**config.mk**
```make
export PLATFORM = sky130hd
export DESIGN_NAME = cfg_chain_loader
export DESIGN_NICKNAME = d
export VERILOG_FILES = /design/src/rtl/cfg_loader_pkg.sv /design/src/rtl/cfg_word_serializer.sv /design/src/rtl/cfg_chain_loader.sv
export SDC_FILE = /design/constraint.sdc
export NUM_CORES = 1
export LEC_CHECK = 0
export CORE_UTILIZATION = 55
export CTS_CLUSTER_DIAMETER = 100
export DETAILED_ROUTE_END_ITERATION = 16
export PLACE_DENSITY_LB_ADDON = 0.3
export SYNTH_ARGS = -nofsm -noshare
export SYNTH_HDL_FRONTEND = slang
export SYNTH_HIERARCHICAL = 1
export SYNTH_SLANG_ARGS = --single-unit
```
**constraint.sdc**
```tcl
create_clock -name prog_clk -period 5.2 [get_ports prog_clk]
set_clock_uncertainty 0.15 [all_clocks]
set_input_delay 1.56 -clock prog_clk [delete_from_list [all_inputs] [get_ports prog_clk]]
set_output_delay 1.56 -clock prog_clk [all_outputs]
set_load 0.05 [all_outputs]
```
**src/rtl/cfg_loader_pkg.sv**
```systemverilog
// Shared definitions for the configuration-chain loader: FSM states,
// default geometry and the pass bit-counter width helper.
package cfg_loader_pkg;

  typedef enum logic [1:0] {
    IDLE  = 2'd0,
    FILL  = 2'd1,
    SHIFT = 2'd2,
    DONE  = 2'd3
  } loader_state_t;

  localparam int DEFAULT_CHAIN_LEN = 8;
  localparam int DEFAULT_WORD_W    = 8;

  // Wide enough to count both passes of a readback load.
  function automatic int bit_cnt_width(input int chain_len);
    return $clog2(2 * chain_len + 1);
  endfunction

endpackage

```
**src/rtl/cfg_word_serializer.sv**
```systemverilog
// Holds one bitstream word and presents it MSB first, one bit per shift,
// flagging the last bit of the word (or an early cut at a pass boundary).
module cfg_word_serializer
  import cfg_loader_pkg::*;
#(
  parameter int WORD_W = DEFAULT_WORD_W
) (
  input  logic              clk,
  input  logic              rst_n,
  input  logic              load,
  input  logic              shift,
  input  logic              force_last,
  input  logic [WORD_W-1:0] word_in,
  output logic              msb,
  output logic              last_bit
);

  localparam int IDX_W = $clog2(WORD_W + 1);
  localparam logic [IDX_W-1:0] LAST_IDX = IDX_W'(WORD_W - 1);

  logic [WORD_W-1:0] sreg;
  logic [IDX_W-1:0]  bit_idx;

  // A load on the last-bit cycle replaces the word being drained.
  always_ff @(posedge clk or negedge rst_n) begin
    if (!rst_n) begin
      sreg    <= '0;
      bit_idx <= '0;
    end else if (load) begin
      sreg    <= word_in;
      bit_idx <= '0;
    end else if (shift) begin
      sreg    <= sreg << 1;
      bit_idx <= bit_idx + 1'b1;
    end
  end

  assign msb      = sreg[WORD_W-1];
  assign last_bit = (bit_idx == LAST_IDX) || force_last;

endmodule

```
**src/rtl/cfg_chain_loader.sv**
```systemverilog
// Streams host words serially into a configuration flip-flop chain.
// Define CFG_CHAIN_READBACK_EN for a second, verified pass (sticky error).
module cfg_chain_loader
  import cfg_loader_pkg::*;
#(
  parameter int CHAIN_LEN = DEFAULT_CHAIN_LEN,
  parameter int WORD_W    = DEFAULT_WORD_W
) (
  input  logic              prog_clk,
  input  logic              prog_rst_n,
  input  logic              start,
  input  logic [WORD_W-1:0] word_data,
  input  logic              word_valid,
  output logic              word_ready,
  output logic              ccff_head,
  output logic              ccff_clk_en,
  input  logic              ccff_tail,
  output logic              busy,
  output logic              done,
  output logic              error
);

  localparam int CNT_W = bit_cnt_width(CHAIN_LEN);
`ifdef CFG_CHAIN_READBACK_EN
  localparam int NUM_PASSES = 2;
`else
  localparam int NUM_PASSES = 1;
`endif
  localparam logic [CNT_W-1:0] PASS1_LAST = CNT_W'(CHAIN_LEN - 1);
  localparam logic [CNT_W-1:0] FINAL_LAST = CNT_W'(NUM_PASSES * CHAIN_LEN - 1);

  loader_state_t state, state_n;
  logic [CNT_W-1:0] bit_cnt;
  logic shift_en, accept, start_ok;
  logic ser_msb, ser_last;
  logic pass_end, final_bit;

  assign start_ok  = (state == IDLE) && start;
  assign accept    = word_valid && word_ready;
  assign pass_end  = (bit_cnt == PASS1_LAST) || (bit_cnt == FINAL_LAST);
  assign final_bit = (bit_cnt == FINAL_LAST);
  assign busy      = (state != IDLE);
  assign done      = (state == DONE);

  cfg_word_serializer #(
    .WORD_W(WORD_W)
  ) u_serializer (
    .clk       (prog_clk),
    .rst_n     (prog_rst_n),
    .load      (accept),
    .shift     (shift_en),
    .force_last(pass_end),
    .word_in   (word_data),
    .msb       (ser_msb),
    .last_bit  (ser_last)
  );

  always_ff @(posedge prog_clk or negedge prog_rst_n) begin
    if (!prog_rst_n) state <= IDLE;
    else             state <= state_n;
  end

  // Opening word_ready on the last bit lets the next word follow with no
  // hole in ccff_clk_en; the final bit of the load never accepts a word.
  always_comb begin
    state_n    = state;
    word_ready = 1'b0;
    shift_en   = 1'b0;
    case (state)
      IDLE: if (start) state_n = FILL;
      FILL: begin
        word_ready = 1'b1;
        if (word_valid) state_n = SHIFT;
      end
      SHIFT: begin
        shift_en = 1'b1;
        if (ser_last) begin
          if (final_bit) begin
            state_n = DONE;
          end else begin
            word_ready = 1'b1;
            state_n    = word_valid ? SHIFT : FILL;
          end
        end
      end
      DONE:    state_n = IDLE;
      default: state_n = IDLE;
    endcase
  end

  always_ff @(posedge prog_clk or negedge prog_rst_n) begin
    if (!prog_rst_n) begin
      bit_cnt     <= '0;
      ccff_head   <= 1'b0;
      ccff_clk_en <= 1'b0;
    end else begin
      ccff_clk_en <= shift_en;
      if (shift_en) ccff_head <= ser_msb;
      if (start_ok)      bit_cnt <= '0;
      else if (shift_en) bit_cnt <= bit_cnt + 1'b1;
    end
  end

`ifdef CFG_CHAIN_READBACK_EN
  logic pass_cnt;
  logic head_pass2;

  // The tail holds the pass-1 bit that pairs with the pass-2 bit on the head.
  always_ff @(posedge prog_clk or negedge prog_rst_n) begin
    if (!prog_rst_n) begin
      pass_cnt   <= 1'b0;
      head_pass2 <= 1'b0;
      error      <= 1'b0;
    end else begin
      head_pass2 <= shift_en && pass_cnt;
      if (start_ok) begin
        pass_cnt <= 1'b0;
        error    <= 1'b0;
      end else begin
        if (shift_en && pass_end) pass_cnt <= 1'b1;
        if (ccff_clk_en && head_pass2 && (ccff_tail != ccff_head)) error <= 1'b1;
      end
    end
  end
`else
  logic unused_tail;
  assign unused_tail = ccff_tail;
  assign error       = 1'b0;
`endif

endmodule

```
# Yosys cells after proc, flatten, opt, wreduce, memory -nomap -nowiden
# Cells that the tools add are included.
[classes] n_addsub=2 n_eq_ne=8 mux=16 reduce_logical=8
[ops] cell="8-bit two-way mux" n=2
[ops] cell="2-bit two-way mux" n=5
[ops] cell="5-bit two-way mux" n=2
[ops] cell="4-bit two-way mux" n=2
[ops] cell="2-bit one-hot mux with 4 select lines" n=1
[ops] cell="2-bit inequality test (second input constant)" n=3
[ops] cell="2-bit nonzero test" n=3
[ops] cell="5-bit by 1-bit adder with 5-bit output (second input constant)" n=1
[ops] cell="5-bit by 3-bit == test with 1-bit output (second input constant)" n=1
[ops] cell="4-bit by 1-bit adder with 4-bit output (second input constant)" n=1
[ops] cell="2-bit == test (second input constant)" n=2
[ops] cell="4-bit by 3-bit == test with 1-bit output (second input constant)" n=1
[ops] cell="1-bit two-way mux" n=3
[ops] cell="3-bit AND reduction" n=1
[ops] cell="2-bit by 1-bit == test with 1-bit output (second input constant)" n=1
[ops] cell="1-bit logical AND" n=2
[ops] cell="2-bit logical NOT" n=1
[ops] cell="1-bit one-hot mux with 2 select lines" n=1
[ops] cell="1-bit logical OR" n=1
[totals] ff_bits=21 in_bits=13 wordCells=40

# Depth between registers and ports, before layout
[logic_depth] ltp_word=6 depth_mapped=10 depth_no_buf=8

# Cells and area by module
# Netlist, hierarchy kept.
[by_module_without_submodules] mod="cfg_chain_loader" instances=1 cells_per_inst=52 area_per_inst_um2=570.5 seq_area_each_um2=225.2
[by_module_without_submodules] mod="cfg_word_serializer" instances=1 cells_per_inst=53 area_per_inst_um2=570.5 seq_area_each_um2=300.3

# Worst setup path before layout
# No wires, ideal clock.
[synth_timing] path_kind="register to output" from="reg state[0]" to="out word_ready" t_arrival_ns=1.942 required_time_ns=3.490 path_slack_ns=1.548 path_stages_with_launch=7 cell_sequence="dfrtp_1 -> inv_1 -> ha_1 -> buf_6 -> nand2_1 -> o21ba_2 -> nor2b_1"
[synth_via] elab_chain_cells=2 word_cells_on_any_way=3 cone_classes="eq/ne: 2; mux: 1"
[synth_rtl] item="start, declared" line_no="cfg_chain_loader.sv:32" source="loader_state_t state, state_n;"
[synth_rtl] item="start signal, assigned" line_no="cfg_chain_loader.sv:60" source="else state <= state_n;"
[synth_rtl] item="2-bit == test or 2-bit by 1-bit == test with 1-bit output (tied branches)" line_no="cfg_chain_loader.sv:69" source="case (state)"
[synth_rtl] item="1-bit one-hot mux with 2 select lines (*)" line_no="cfg_chain_loader.sv:69"
[synth_rtl] item="end, declared" line_no="cfg_chain_loader.sv:14" source="output logic word_ready,"
# Every way passes the cells marked *; elsewhere a longest branch is shown, timed or not.

# Final worst setup path
[layout_timing] from="reg bit_cnt[0]" to="out word_ready"
[layout_via] elab_chain_cells=4 word_cells_on_any_way=5 cone_classes="eq/ne: 1; mux: 3; reduce/logical: 1"
[layout_rtl] item="start, declared" line_no="cfg_chain_loader.sv:33" source="logic [CNT_W-1:0] bit_cnt;"
[layout_rtl] item="start signal, assigned" line_no="cfg_chain_loader.sv:100" source="else if (shift_en) bit_cnt <= bit_cnt + 1'b1;"
[layout_rtl] item="5-bit by 3-bit == test with 1-bit output" line_no="cfg_chain_loader.sv:41" source="assign final_bit = (bit_cnt == FINAL_LAST);"
[layout_rtl] item="via final_bit" line_no="cfg_chain_loader.sv:36" source="logic pass_end, final_bit;"
[layout_rtl] item="1-bit logical OR" line_no="cfg_word_serializer.sv:39" source="assign last_bit = (bit_idx == LAST_IDX) || force_last;"
[layout_rtl] item="via ser_last" line_no="cfg_chain_loader.sv:35" source="logic ser_msb, ser_last;"
[layout_rtl] item="1-bit two-way mux" line_no="cfg_chain_loader.sv:77" source="if (ser_last) begin"
[layout_rtl] item="1-bit one-hot mux with 2 select lines" line_no="cfg_chain_loader.sv:69"
# The timed path passes the listed nets, and every way through them passes these cells.

==> impl_metrics.yaml <==
setup_path:
  worst-path-buf-inv: 1
  cp.required_ns: 3.49
  crit_type: "register to primary output"
  worstSetupEndpointType: "primary output"
  cpMaxStageDelayCell: "clkdlybuf4s50_1"
  path_delay_family: "buffers and inverters"
  cp_max_fo: 4
  worstReg2RegStart: "bit_cnt[0]"
  crit_start: "bit_cnt[0]"
  startpoint_type: "register"
  path_cells: "ha_1, and4bb_4, o21bai_1, nand2_1, o21ba_2, nor2b_1, clkdlybuf4s50_1"
  crit_path_max_incr_delay_ns: 0.81
  cp.arrival_ns: 2.63
logic_synthesis:
  synthXorXnorAreaFrac_pct: 3.84
  synthAdderAreaFrac_pct: 7.68
  synth-simple-area-share_pct: 16.2
  ys_ff_latch: 21
  synth_mux_area_share_pct: 9.87
  yosysSeqAreaShare_pct: 46.1
  yosysUniqueCellTypes: 32
  netlist.top_cell.by_area: "dfrtp_1"
  synthTopCellsByArea: "dfrtp_1 (46%), mux2i_1 (7.9%), ha_1 (7.7%), nand2_1 (3.6%), a21oi_1 (2.6%)"
  synthCells: 105
  synth_area_per_cell_um2: 10.9
  synth_top_family_by_area: "simple AND/OR/NAND/NOR gates"
  yosysTopAreaCellShare_pct: 46.1
  synth-compound-area-share_pct: 11.0
  syn_area_um2: 1140
  syn_nets: 125
  yosys_warnings: 6
layout:
  nNetsFinal: 143
  postLayoutCoreUtil_pct: 68.2
  diodes: 0
  regArea_um2: 526
  drive_gt1_share_pct: 11.5
  multiInputGateArea_um2: 558
  nFillCells: 181
  syn_to_final_growth_pct: 17.2
route:
  drt-total-wl_um: 1920
  num_vias: 790
  post-route-drc-count: 0
  vias_per_cell: 5.30
  drt_iter0_markers: 14
  wl_per_cell_um: 12.9
  firstDrtPassIters: 2
  ant_nets: 0
min_path:
  min-delay-start: "u_serializer/sreg[7]"
  holdCritPathClass: "register to register"
power:
  seqPwrFrac_pct: 35.3
  p_int_w: 0.000456
  sw_frac_of_total_pct: 43.3
  power.share.clock_pct: 10.7
  ir_worst_vdd_mv: 0.322
  power.share.combinational_pct: 54.0
  p_leak_nw: 0.575
  p_sw_w: 0.000348
  p_per_area_nw_per_um2: 601
sta:
  rsz0062_at_grt: "no"
  setup_viol: 0
  period_needed_ns: 4.34
  fmax_ghz: 0.230
  slew_headroom_pct: 37.9
  hold_viol_final: 0
  worstMarginPinSlew_ns: 0.928
  tns_ns: 0
  fin_crit_sh_pct: 83.6
  drv_slew: 0
floorplanning:
  dieWidth_um: 47.6
  core_area_um2: 1960
  die_y_um: 47.6
  rows: 16
  num_io_pins: 19
  start_util_pct: 58.2
  die_area_um2: 2260
global_route:
  grt_max_degree: 25
  grt_use_total_pct: 20.6
  gr-total-overflow: 0
  antenna_found_initial: 0
  grt_pass1_wl_um: 3140
  grt_pass1_vias: 764
place:
  gp_congestion: 0.763
  io_buffers: 16
  dpl.hpwl_um: 1340
cts:
  clock_latency_ns: 0.32
  cts_buffers: 3
  clk_pin_slew_ns: 0.13
  cts_tree: "built"
  htreeDepth: 1
  cts_resized: 0
  holdBufCountCts: 0
  clk_root_buffer_cell: "clkbuf_4"
  post_cts_buffers: 0
  clock_path_buffers: 2
  cts.sinks: 21
flow_run:
  drv_cap: 0
run_status:
  status: "complete, no violations"
==> cell type report <==
class / count / area share, %
clock buffer: 3 / 1.68
clock inverter: 1 / 0.561
inverter: 4 / 1.12
multi-input combinational: 75 / 41.7
sequential: 21 / 39.3
tap: 27 / 2.53
timing repair buffer: 18 / 13.1
==> cells by family after synthesis <==
family	count (synthesis)
other	1
buffers and inverters	9
DFF	21
xor gates and xnor gates	5
AOI/OAI and AO/OA	21
muxes	11
and+or+nand+nor	30
adders and majority gates	7
==> synthesized netlist by cell type, drive strengths merged <==
master and instances:
o21ba 1, nand3b 1, mux2i 9, o21bai 1, inv 4, nor2 3, buf 5, conb 1
ha 7, a2bb2oi 2, nand4 3, and2b 1, nor2b 4, a21bo 1, mux2 2, nor4 3
o21ai 10, nor3b 1, xnor2 2, and4bb 1, a21oi 6, dfrtp 21, xor2 3, nand2b 1
nor3 1, nand2 11
==> per-layer routing <==
layer / vias to the layer above / GRT usage, % / routed length (um)
li1: 397 / - / -
met1: 373 / 23.6 / 898
met2: 18 / 35.6 / 926
met3: 2 / 8.30 / 79
met4: 0 / 6.11 / 16
met5: - / 0 / 0
==> cells in the final DEF (no fill, tap or decap), types with 2 or more instances in the layout <==
cell type        count
dfrtp_1             21
clkdlybuf4s50_1     16
nand2_1             11
mux2i_1              9
ha_1                 7
a21oi_1              6
o21ai_0              5
o21ai_1              5
inv_1                4
nor2b_1              3
nand4_1              3
xor2_1               3
clkbuf_4             3
nor2_1               3
xnor2_1              2
nor4_1               2
a2bb2oi_1            2
buf_4                2
==> worst reg2reg max path, delay by kind of cell (launching register included) <==
| family | cells | cell delay [ns] |
|---|---|---|
| buffers and inverters | 1 | 0.25 |
| AND/OR/NAND/NOR | 4 | 0.61 |
| AO/OA/AOI/OAI | 2 | 0.41 |
| multiplexers | 1 | 0.28 |
| flip-flops | 1 | 0.41 |
| adder cells (fa/ha/maj) | 1 | 0.20 |
==> final timing paths <==
path                                      endpoint  slack [ns]  cells after the start
min in group asynchronous              ccff_clk_en        1.59                      1
max in group asynchronous     u_serializer/sreg[3]        2.74                      1
setup reg to reg           u_serializer/bit_idx[3]        2.78                      9
setup / recovery                        word_ready        0.86                      7
hold / removal                           ccff_head        0.38                      1
hold reg to reg                          ccff_head        0.38                      1
==> sequential cells by signal, indices dropped and copies added (netlist names) <==
signal                flops
ccff_head                 1
u_serializer/sreg         8
ccff_clk_en               1
u_serializer/bit_idx      4
state                     2
bit_cnt                   5
==> metrics by stage <==
stage               hold slack, ns  std cells  instance area [um^2]  total power (W)  worst slack [ns]
floorplan                    0.329        105                  1140         0.000630              1.55
global placement             0.340        145                  1310         0.000701              1.25
detailed placement           0.350        145                  1310         0.000725              1.23
CTS                          0.384        149                  1340         0.000811             0.854
global route                 0.404        149                  1340         0.000864             0.713
finish                       0.377        149                  1340         0.000804             0.855
==> power groups by stage <==
stage          Sequential (W)  Clock (W)  Combinational [W]
2_1_floorplan        0.000303          0           0.000326
3_3_place_gp         0.000283          0           0.000417
3_5_place_dp         0.000287          0           0.000438
4_1_cts              0.000284  0.0000880           0.000439
5_1_grt              0.000292  0.0000917           0.000480
6_report             0.000283  0.0000861           0.000434
No activity file was read; power rests on OpenSTA's default activity.
==> edit, RTL diff (same flow settings) <==
The package constant `DEFAULT_WORD_W` goes from 8 to 4.
--- a/src/rtl/cfg_loader_pkg.sv
+++ b/src/rtl/cfg_loader_pkg.sv
@@ -10,7 +10,7 @@
   } loader_state_t;
 
   localparam int DEFAULT_CHAIN_LEN = 8;
-  localparam int DEFAULT_WORD_W    = 8;
+  localparam int DEFAULT_WORD_W    = 4;
 
   // Wide enough to count both passes of a readback load.
   function automatic int bit_cnt_width(input int chain_len);
Interface: changed (resized word_data); port bits go from 19 to 15. The function was not compared with the original's and may differ.
==> edit against the unedited design <==
Routed wire length decreased by 29%; sequential cell count is 5 lower; synthesized area shrank 20%; final cell count down 26%; global-route usage shrank 2.5 points; via count shrank 23%; count of clock-buffer cells in the layout stayed put; worst setup slack improved by 0.14 ns; final area decreased by 22%; power down 18%; critical path type unchanged; highest routed layer unchanged.
==> edit: results (changes against the unedited design) <==
Layout cell share with drive strength beyond 1 -> 0.1368 (was 0.1148)
Biggest regs -> bit_cnt (5), u_serializer/sreg (4), u_serializer/bit_idx (3) (was u_serializer/sreg (8), bit_cnt (5), u_serializer/bit_idx (4))
Synth cell types -> 30 (was 32)
Worst skew pair latency -> 0.28 ns (was 0.32 ns)
Run status -> finished clean (unchanged)
First-pass GRT wire length -> 2497 um (was 3139 um)
Synth area leaders -> dfrtp_1 (44%), ha_1 (11%), mux2i_1 (5.5%) (was dfrtp_1 (46%), mux2i_1 (7.9%), ha_1 (7.7%))
Total Routed Length -> 1366 um (was 1921 um)
# port buffers -> 12 (was 16)
Fraction of registers with async set/reset -> 1.000 (unchanged)
LEAKAGE -> 0.0004719 uW (was 0.0005753 uW)
Synth warn -> 6 (unchanged)
Vias in the first global route -> 569 (was 764)
CTS max path bufs -> 2 (unchanged)
Resized Gates After CTS -> 0 (unchanged)
CP arrival -> 2.49 ns (was 2.63 ns)
Top FF cell, synth -> dfrtp_1 (unchanged)
CTS clk-pin slew, worst paths -> 0.08 ns (was 0.13 ns)
Fill cells -> 124 (was 181)
Nets@finish -> 114 (was 143)
Detail Placement HPWL -> 980.1 um (was 1337 um)
Total Routing Usage GR -> 0.1813 (was 0.2062)
Setup bufs post-CTS -> 0 (unchanged)
Peak supply drop -> 406.3 uV (was 322.0 uV)
Slew @ Worst Pin -> 0.7168 ns (was 0.9284 ns)
CP Max Fanout -> 19 (was 4)
Iter 0 DRT Violations -> 5 (was 14)
Ant. Diodes -> 0 (unchanged)
First-pass DRT Iterations -> 4 (was 2)
Sequential area share after synthesis -> 0.4396 (was 0.4605)
H-tree lvl count -> 1 (unchanged)
Post-synth EDFFs -> 0 (unchanged)
Top cells by count, synth -> dfrtp_1 (16), ha_1 (8), nand2_1 (6) (was dfrtp_1 (21), nand2_1 (11), mux2i_1 (9))
Internal -> 373.6 uW (was 456.0 uW)
Final Wtd Congestion -> 0.8220 (was 0.7631)
Pin count of the biggest net entering global routing -> 20 (was 25)
Via count -> 605 (was 790)
Syn_nets -> 100 (was 125)
[edit: changes by cell type after synthesis, sizes merged, moves of 4 or more]
cell	unedited run	this run
dfrtp	21	16
mux2i	9	5
nand2	11	6
o21ai	10	6
[edit: cells by family (layout without fill, tap and decap cells)]
kind of cell	Yosys count	in the layout	share of synthesized area
AND/OR/NAND/NOR	23	23	0.1676
flip-flops	16	16	0.4396
AO/OA/AOI/OAI	15	15	0.1044
buffers and inverters	9	21	0.05906
adder cells (fa/ha/maj)	8	8	0.1099
multiplexers	6	6	0.06731
XOR/XNOR	5	5	0.04809
other	1	1	0.004117
[edit: area by class of cell]
class	count	area (um2)	share of cell area
clock buffers	3	22.52	0.02153
flip-flops and latches	16	400.4	0.3828
well taps	16	20.02	0.01914
repair buffers	13	127.6	0.1220
multi-input cells	58	456.7	0.4366
inverters	5	18.77	0.01794
[edit: worst paths after layout]
path / depth (start not counted) / from / end / slack, ns
max in group asynchronous: 1 / prog_rst_n / bit_cnt[1] / 2.89
worst max register to register: 8 / state[0] / u_serializer/sreg[0] / 2.87
worst min register to register: 1 / ccff_head / ccff_head / 0.36
worst max-delay path: 7 / state[0] / word_ready / 1.0
worst min-delay path: 1 / ccff_head / ccff_head / 0.36
min in group asynchronous: 1 / prog_rst_n / state[1] / 1.55
[edit: power by group through the flow]
stage               Clock, uW  Combinational (uW)  Sequential, uW
floorplan                   0                 291             237
detailed placement          0                 381             220
global placement            0                 371             216
finish                   62.3                 380             217
CTS                      65.1                 383             217
global route             69.9                 419             225
[edit: layer usage]
metal | GRT usage | up-vias | routed length [um]
met5 | 0 | - | 0
met4 | 0.05625 | 0 | 9
met3 | 0.03830 | 2 | 44
met2 | 0.2818 | 10 | 653
met1 | 0.2535 | 284 | 659
li1 | - | 309 | -
[edit: worst max-delay path, cell delays in order, from the launching register on]
cell and delay (ns):
dfrtp_1 0.43, inv_1 0.16, ha_1 0.16, buf_4 0.24, nand2_1 0.08, o21ba_2 0.21, nor2b_1 0.12, clkdlybuf4s50_1 0.81
[edit: per-stage QoR]
stage                     area (um2)  instances  worst slack (ns)  power, uW    util
after global routing            1046        111            0.8592      713.8  0.6864
after floorplan                910.9         83             1.631      527.7       -
after CTS                       1046        111            0.9707      665.3  0.6864
final                           1046        111            0.9983      659.4  0.6864
after detailed placement        1023        108             1.293      600.6  0.6716
after global placement          1023        108             1.325      587.6  0.6716
